**config.mk**
```make
export PLATFORM = sky130hd
export DESIGN_NAME = hdlc_bit_stuff_tx
export DESIGN_NICKNAME = d
export VERILOG_FILES = /design/src/rtl/hdlc_pkg.sv /design/src/rtl/hdlc_bit_stuffer.sv /design/src/rtl/hdlc_bit_stuff_tx.sv
export SDC_FILE = /design/constraint.sdc
export NUM_CORES = 1
export LEC_CHECK = 0
export ABC_AREA = 1
export CAP_MARGIN = 20
export CORE_ASPECT_RATIO = 1.25
export CORE_MARGIN = 3
export CORE_UTILIZATION = 29
export CTS_CLUSTER_SIZE = 24
export DETAILED_ROUTE_END_ITERATION = 10
export SYNTH_ARGS = -nofsm -noshare
export SYNTH_HDL_FRONTEND = slang
export SYNTH_SLANG_ARGS = --single-unit
```
**constraint.sdc**
```tcl
create_clock -name clk -period 5 [get_ports clk]
set_clock_uncertainty 0.15 [all_clocks]
set_input_delay 1.5 -clock clk [delete_from_list [all_inputs] [get_ports clk]]
set_output_delay 1.5 -clock clk [all_outputs]
set_load 0.02 [all_outputs]
```
**src/rtl/hdlc_pkg.sv**
```systemverilog
// hdlc_pkg: state type and framing constants shared by
// the HDLC bit-stuffing transmitter.
package hdlc_pkg;

  typedef enum logic [2:0] {
    IDLE,
    OPEN_FLAG,
    DATA,
    STUFF,
    CLOSE_FLAG,
    ABORT
  } tx_state_t;

  localparam logic [7:0] FLAG_BYTE = 8'h7E;
  localparam int         ABORT_LEN = 7;
  localparam int         FLAG_LEN  = 8;

endpackage

```
**src/rtl/hdlc_bit_stuffer.sv**
```systemverilog
// hdlc_bit_stuffer: ones-run counter that forces a 0 after
// ONES_LIMIT consecutive data 1s.
module hdlc_bit_stuffer #(
  parameter int ONES_LIMIT = 5
) (
  input  logic clk,
  input  logic rst,
  input  logic raw_i,
  input  logic advance_i,
  input  logic clear_i,
  output logic line_o,
  output logic stuffed_o,
  output logic hold_o
);

  localparam int CW = $clog2(ONES_LIMIT + 1);
  localparam logic [CW-1:0] LIM   = CW'(ONES_LIMIT);
  localparam logic [CW-1:0] LIM_M = CW'(ONES_LIMIT - 1);

  logic [CW-1:0] ones_q, ones_d;
  logic          stuff_now;

  // A saturated counter means this cycle carries the stuffed 0.
  assign stuff_now = (ones_q == LIM);
  assign line_o    = raw_i & ~stuff_now;
  assign stuffed_o = stuff_now;
  assign hold_o    = advance_i & raw_i & ~stuff_now
                   & (ones_q == LIM_M);

  always_comb begin
    ones_d = ones_q;
    if (clear_i) begin
      ones_d = '0;
    end else if (advance_i) begin
      if (stuff_now || !raw_i) begin
        ones_d = '0;
      end else if (ones_q != LIM) begin
        ones_d = ones_q + 1'b1;
      end
    end
  end

  always_ff @(posedge clk or posedge rst) begin
    if (rst) begin
      ones_q <= '0;
    end else begin
      ones_q <= ones_d;
    end
  end

endmodule

```
**src/rtl/hdlc_bit_stuff_tx.sv**
```systemverilog
// hdlc_bit_stuff_tx: flag-delimited, bit-stuffed serial framer.
// HDLC_TX_IDLE_FLAG_EN: send back-to-back flags while idle.
module hdlc_bit_stuff_tx
  import hdlc_pkg::*;
#(
  parameter int DATA_W     = 8,
  parameter int ONES_LIMIT = 5
) (
  input  logic              clk,
  input  logic              rst,
  input  logic [DATA_W-1:0] data_in,
  input  logic              valid,
  input  logic              last,
  output logic              ready,
  output logic              ser_out,
  output logic              stuffed,
  output logic              abort,
  output logic              busy
);

  localparam int IW = $clog2(DATA_W);
  localparam int CW = $clog2(FLAG_LEN);
  localparam logic [IW-1:0] LAST_IDX  = IW'(DATA_W - 1);
  localparam logic [CW-1:0] FLAG_END  = CW'(FLAG_LEN - 1);
  localparam logic [CW-1:0] ABORT_END = CW'(ABORT_LEN - 1);

  tx_state_t         state_q, state_d;
  logic [CW-1:0]     cnt_q, cnt_d;
  logic [IW-1:0]     bit_idx_q, bit_idx_d;
  logic [DATA_W-1:0] byte_q, byte_d;
  logic              last_q, last_d;
  logic              ser_q, ser_d;
  logic              stf_q, stf_d;
  logic              abt_q, abt_d;
  logic              rdy, adv, clr, slot;
  logic              st_line, st_stuffed, st_hold;

  hdlc_bit_stuffer #(
    .ONES_LIMIT(ONES_LIMIT)
  ) u_stuffer (
    .clk      (clk),
    .rst      (rst),
    .raw_i    (byte_q[bit_idx_q]),
    .advance_i(adv),
    .clear_i  (clr),
    .line_o   (st_line),
    .stuffed_o(st_stuffed),
    .hold_o   (st_hold)
  );

  always_comb begin
    state_d   = state_q;
    cnt_d     = cnt_q;
    bit_idx_d = bit_idx_q;
    byte_d    = byte_q;
    last_d    = last_q;
    rdy       = 1'b0;
    ser_d     = 1'b1;
    stf_d     = 1'b0;
    abt_d     = 1'b0;
    adv       = 1'b0;
    clr       = 1'b0;
    slot      = 1'b0;
    unique case (state_q)
      IDLE: begin
`ifdef HDLC_TX_IDLE_FLAG_EN
        ser_d = FLAG_BYTE[cnt_q];
        rdy   = (cnt_q == FLAG_END);
        cnt_d = cnt_q + 1'b1;
        if (valid && rdy) begin
          clr       = 1'b1;
          bit_idx_d = '0;
          state_d   = DATA;
        end
`else
        rdy = 1'b1;
        if (valid) begin
          clr     = 1'b1;
          cnt_d   = '0;
          state_d = OPEN_FLAG;
        end
`endif
      end
      OPEN_FLAG: begin
        ser_d = FLAG_BYTE[cnt_q];
        cnt_d = cnt_q + 1'b1;
        if (cnt_q == FLAG_END) begin
          bit_idx_d = '0;
          state_d   = DATA;
        end
      end
      DATA: begin
        adv   = 1'b1;
        ser_d = st_line;
        if (st_hold) begin
          state_d = STUFF;
        end else if (bit_idx_q == LAST_IDX) begin
          slot = 1'b1;
        end else begin
          bit_idx_d = bit_idx_q + 1'b1;
        end
      end
      STUFF: begin
        adv   = 1'b1;
        ser_d = st_line;
        stf_d = st_stuffed;
        if (bit_idx_q == LAST_IDX) begin
          slot = 1'b1;
        end else begin
          bit_idx_d = bit_idx_q + 1'b1;
          state_d   = DATA;
        end
      end
      CLOSE_FLAG: begin
        ser_d = FLAG_BYTE[cnt_q];
        cnt_d = cnt_q + 1'b1;
        if (cnt_q == FLAG_END) begin
          cnt_d   = '0;
          state_d = IDLE;
        end
      end
      ABORT: begin
        abt_d = (cnt_q == '0);
        cnt_d = cnt_q + 1'b1;
        if (cnt_q == ABORT_END) begin
          cnt_d   = '0;
          state_d = IDLE;
        end
      end
      default: state_d = IDLE;
    endcase
    // Storage frees next cycle: close, chain or abort.
    if (slot) begin
      if (last_q) begin
        cnt_d   = '0;
        state_d = CLOSE_FLAG;
      end else begin
        rdy = 1'b1;
        if (valid) begin
          bit_idx_d = '0;
          state_d   = DATA;
        end else begin
          cnt_d   = '0;
          state_d = ABORT;
        end
      end
    end
    if (valid && rdy) begin
      byte_d = data_in;
      last_d = last;
    end
  end

  always_ff @(posedge clk or posedge rst) begin
    if (rst) begin
      state_q   <= IDLE;
      cnt_q     <= '0;
      bit_idx_q <= '0;
      byte_q    <= '0;
      last_q    <= 1'b0;
      ser_q     <= 1'b1;
      stf_q     <= 1'b0;
      abt_q     <= 1'b0;
    end else begin
      state_q   <= state_d;
      cnt_q     <= cnt_d;
      bit_idx_q <= bit_idx_d;
      byte_q    <= byte_d;
      last_q    <= last_d;
      ser_q     <= ser_d;
      stf_q     <= stf_d;
      abt_q     <= abt_d;
    end
  end

  assign ready   = rdy;
  assign ser_out = ser_q;
  assign stuffed = stf_q;
  assign abort   = abt_q;
  assign busy    = (state_q != IDLE);

endmodule

```
==> impl_metrics.csv <==
group,metric,value,unit
worst_setup_path,endpoint,"ready",
yosys,yosysUniqueCellTypes,29,
routing,wl_per_cell,10.5,um
routing,first_iter_violations,54,
clock_network,cts_root_buf,"clkbuf_8",
worst_setup_path,worstSetupStartpoint,"bit_idx_q[0]",
yosys,synth_nets,218,
sta,final-setup-viol-count,0,
final_layout,final_common_cell,"nand2_1",
yosys,synthFlopType,"dfrtp_1",
routing,vias_per_cell,4.48,
floorplan,fp.dieW,70.5,um
global_route,met3_usage,0.0151,
clock_network,cts_sinks,24,
worst_setup_path,r2r_cells,9,
floorplan,dieArea,6110,um2
routing,drc,0,
sta,setup_tns,0,ns
yosys,ys_seq_area_frac,0.399,
routing,first_pass_iters,4,
sta,min_period_over_period,0.798,
clock_network,clock_path_buffers,2,
worst_setup_path,reg2reg_slack,3.06,ns
global_route,met1_usage,0.126,
sta,relSlewSlack,0.646,
yosys,synth_edf_count,0,
yosys,yosys_register_bits,24,
final_layout,finalNetCount,237,
power,switching_share,0.447,
sta,period_needed,3.99,ns
sta,slew_violations,0,
final_layout,fin_area,1790,um2
final_layout,num_antenna_cells,0,
power,leakage,0.932,nW
routing,drt-total-wl,2910,um
final_layout,area_growth,18.8,%
global_route,busiest_layer,"met2",
power,p_clk_frac,0.142,
flow_run,drv_cap,0,
power,total_power,0.945,mW
routing,ant_nets,0,
worst_setup_path,path_max_fanout,8,
routing,vias,1236,
power,pwr-share-seq,0.360,
worst_setup_path,crit_path_start_kind,"register",
place,place_congestion,0.808,
worst_hold_path,worstHoldStart,"byte_q[5]",
sta,whs,0.365,ns
yosys,yosys.area.top_type,"dfrtp_1",
place,numPortBuffers,16,
sta,rsz0062_at_grt,"false",
power,peakVddDrop,0.183,mV
floorplan,rows,28,
clock_network,post_cts_buffers,0,
power,power_frac_comb,0.499,
power,p_int,0.523,mW
clock_network,cts.repair.resized,0,
floorplan,start_util,0.310,
worst_hold_path,min_path_type,"reg2reg",
yosys,yosys-top-cells-area,"dfrtp_1 38%, nand2_1 15%, nand3_1 8.0%, ha_1 6.6%, inv_1 5.7%",
yosys,syn-cell-area,1510,um2
yosys,yosysTopAreaCellShare,0.381,
final_layout,drive_above_1_share,0.0972,
clock_network,clk_latency,0.27,ns
floorplan,core_area,4870,um2
worst_setup_path,required,3.35,ns
global_route,grt_pass1_vias,1221,
power,power_switching,0.422,mW
clock_network,h-tree-depth,1,
final_layout,layout_common_cells,"62 x nand2_1, 24 x nand3_1, 23 x inv_1, 23 x dfrtp_1, 17 x nor2_1",
clock_network,holdBufCountCts,0,
yosys,async_reset_ff_frac,1.00,
floorplan,die_h,86.7,um
worst_setup_path,path_class,"reg2out",
worst_setup_path,cp.arrival,2.34,ns
sta,hold_viol,0,
yosys,syn_inst,198,
final_layout,nFillCells,514,
global_route,grt_pass1_wl,5130,um
worst_setup_path,reg2reg_from,"bit_idx_q[0]",
worst_setup_path,timing.rr.end,"byte_q[2]",
global_route,antenna_found_initial,0,
yosys,yosysWarningCount,0,
floorplan,pin_count,17,
clock_network,cts_buffers,3,
run_status,status,"completed",
clock_network,clkTransAtPathRegs,0.09,ns
power,p_per_area,527,nW/um2
place,post-dp-hpwl,2270,um
clock_network,cts_tree,"yes",
yosys,syn_area_per_cell,7.62,um2
place,postPlaceCellArea,1710,um2
final_layout,final_util,0.368,
global_route,grt_overflow,0,
global_route,track_usage,0.102,
global_route,grtUsageMet2,0.182,
global_route,grt_max_degree,25,
worst_setup_path,worstSetupEndpointType,"output pin",
sta,tightest_slew,0.530,ns
sta,fmax,251,MHz
==> power by group through the flow <==
stage | clock, mW | combinational [mW] | sequential (mW)
2_1_floorplan | 0 | 0.381 | 0.326
3_3_place_gp | 0 | 0.472 | 0.342
3_5_place_dp | 0 | 0.473 | 0.344
4_1_cts | 0.137 | 0.476 | 0.340
5_1_grt | 0.142 | 0.552 | 0.352
6_report | 0.134 | 0.471 | 0.340
==> logic make-up after synthesis <==
kind of cell | share of synthesized area
adder cells (fa/ha/maj) | 0.0663
flip-flops | 0.399
XOR/XNOR | 0.0116
AND/OR/NAND/NOR | 0.362
buffers and inverters | 0.0887
AO/OA/AOI/OAI | 0.0721
==> synth_stat cells (2+ instances only) <==
master   instances
nand2_1         62
nand3_1         24
dfrtp_1         23
inv_1           23
nor2_1          17
o21ai_0         10
ha_1             8
nand2_2          3
nand2_4          3
a21oi_1          2
inv_2            2
nand3_4          2
nor2_2           2
nor3_1           2
==> how the worst min path moves through the flow <==
stage | end | slack (ns) | cells after the start
5_1_grt | byte_q[5] | 0.38 | 2
3_5_place_dp | byte_q[5] | 0.35 | 2
6_report | byte_q[5] | 0.37 | 2
4_1_cts | byte_q[5] | 0.37 | 2
2_1_floorplan | abort | 0.32 | 1
3_3_place_gp | byte_q[7] | 0.35 | 2
==> per-layer routing <==
metal	part of all wire	routed length, um	vias to the layer above
li1	-	-	662
met3	0.029	84	4
met5	0	0	-
met1	0.46	1340	552
met4	0.012	36	0
met2	0.50	1450	18
==> layout make-up <==
cell class	count	area, um2	share of cell area
inverter	26	100	0.0558
sequential	24	602	0.336
tap	60	75.1	0.0419
multi-input combinational	145	773	0.431
timing repair buffer	17	188	0.105
clock buffer	4	55.1	0.0307
==> critical path: stages, from the launching register on <==
cell             delay (ns)
dfrtp_1                0.53
inv_4                  0.06
nand2_1                0.06
nand3_1                0.06
nand3b_1               0.10
nand2_2                0.10
nand3_4                0.10
nand2_1                0.10
nand2_2                0.12
nand2_4                0.07
o21ai_0                0.15
clkdlybuf4s50_1        0.62
==> metrics by stage <==
| step | std cells | worst slack, ns |
|---|---|---|
| 2_1_floorplan | 198 | 1.71 |
| 3_3_place_gp | 271 | 1.33 |
| 3_5_place_dp | 271 | 1.29 |
| 4_1_cts | 275 | 0.987 |
| 5_1_grt | 276 | 0.801 |
| 6_report | 276 | 1.01 |
==> state kept, by name, indices dropped and copies added, names as in the netlist <==
name / flops
ser_out: 1
cnt_q: 3
abort: 1
state_q: 3
u_stuffer.ones_q: 3
stuffed: 1
bit_idx_q: 3
last_q: 1
byte_q: 8
No activity file was read; power rests on OpenSTA's default activity.
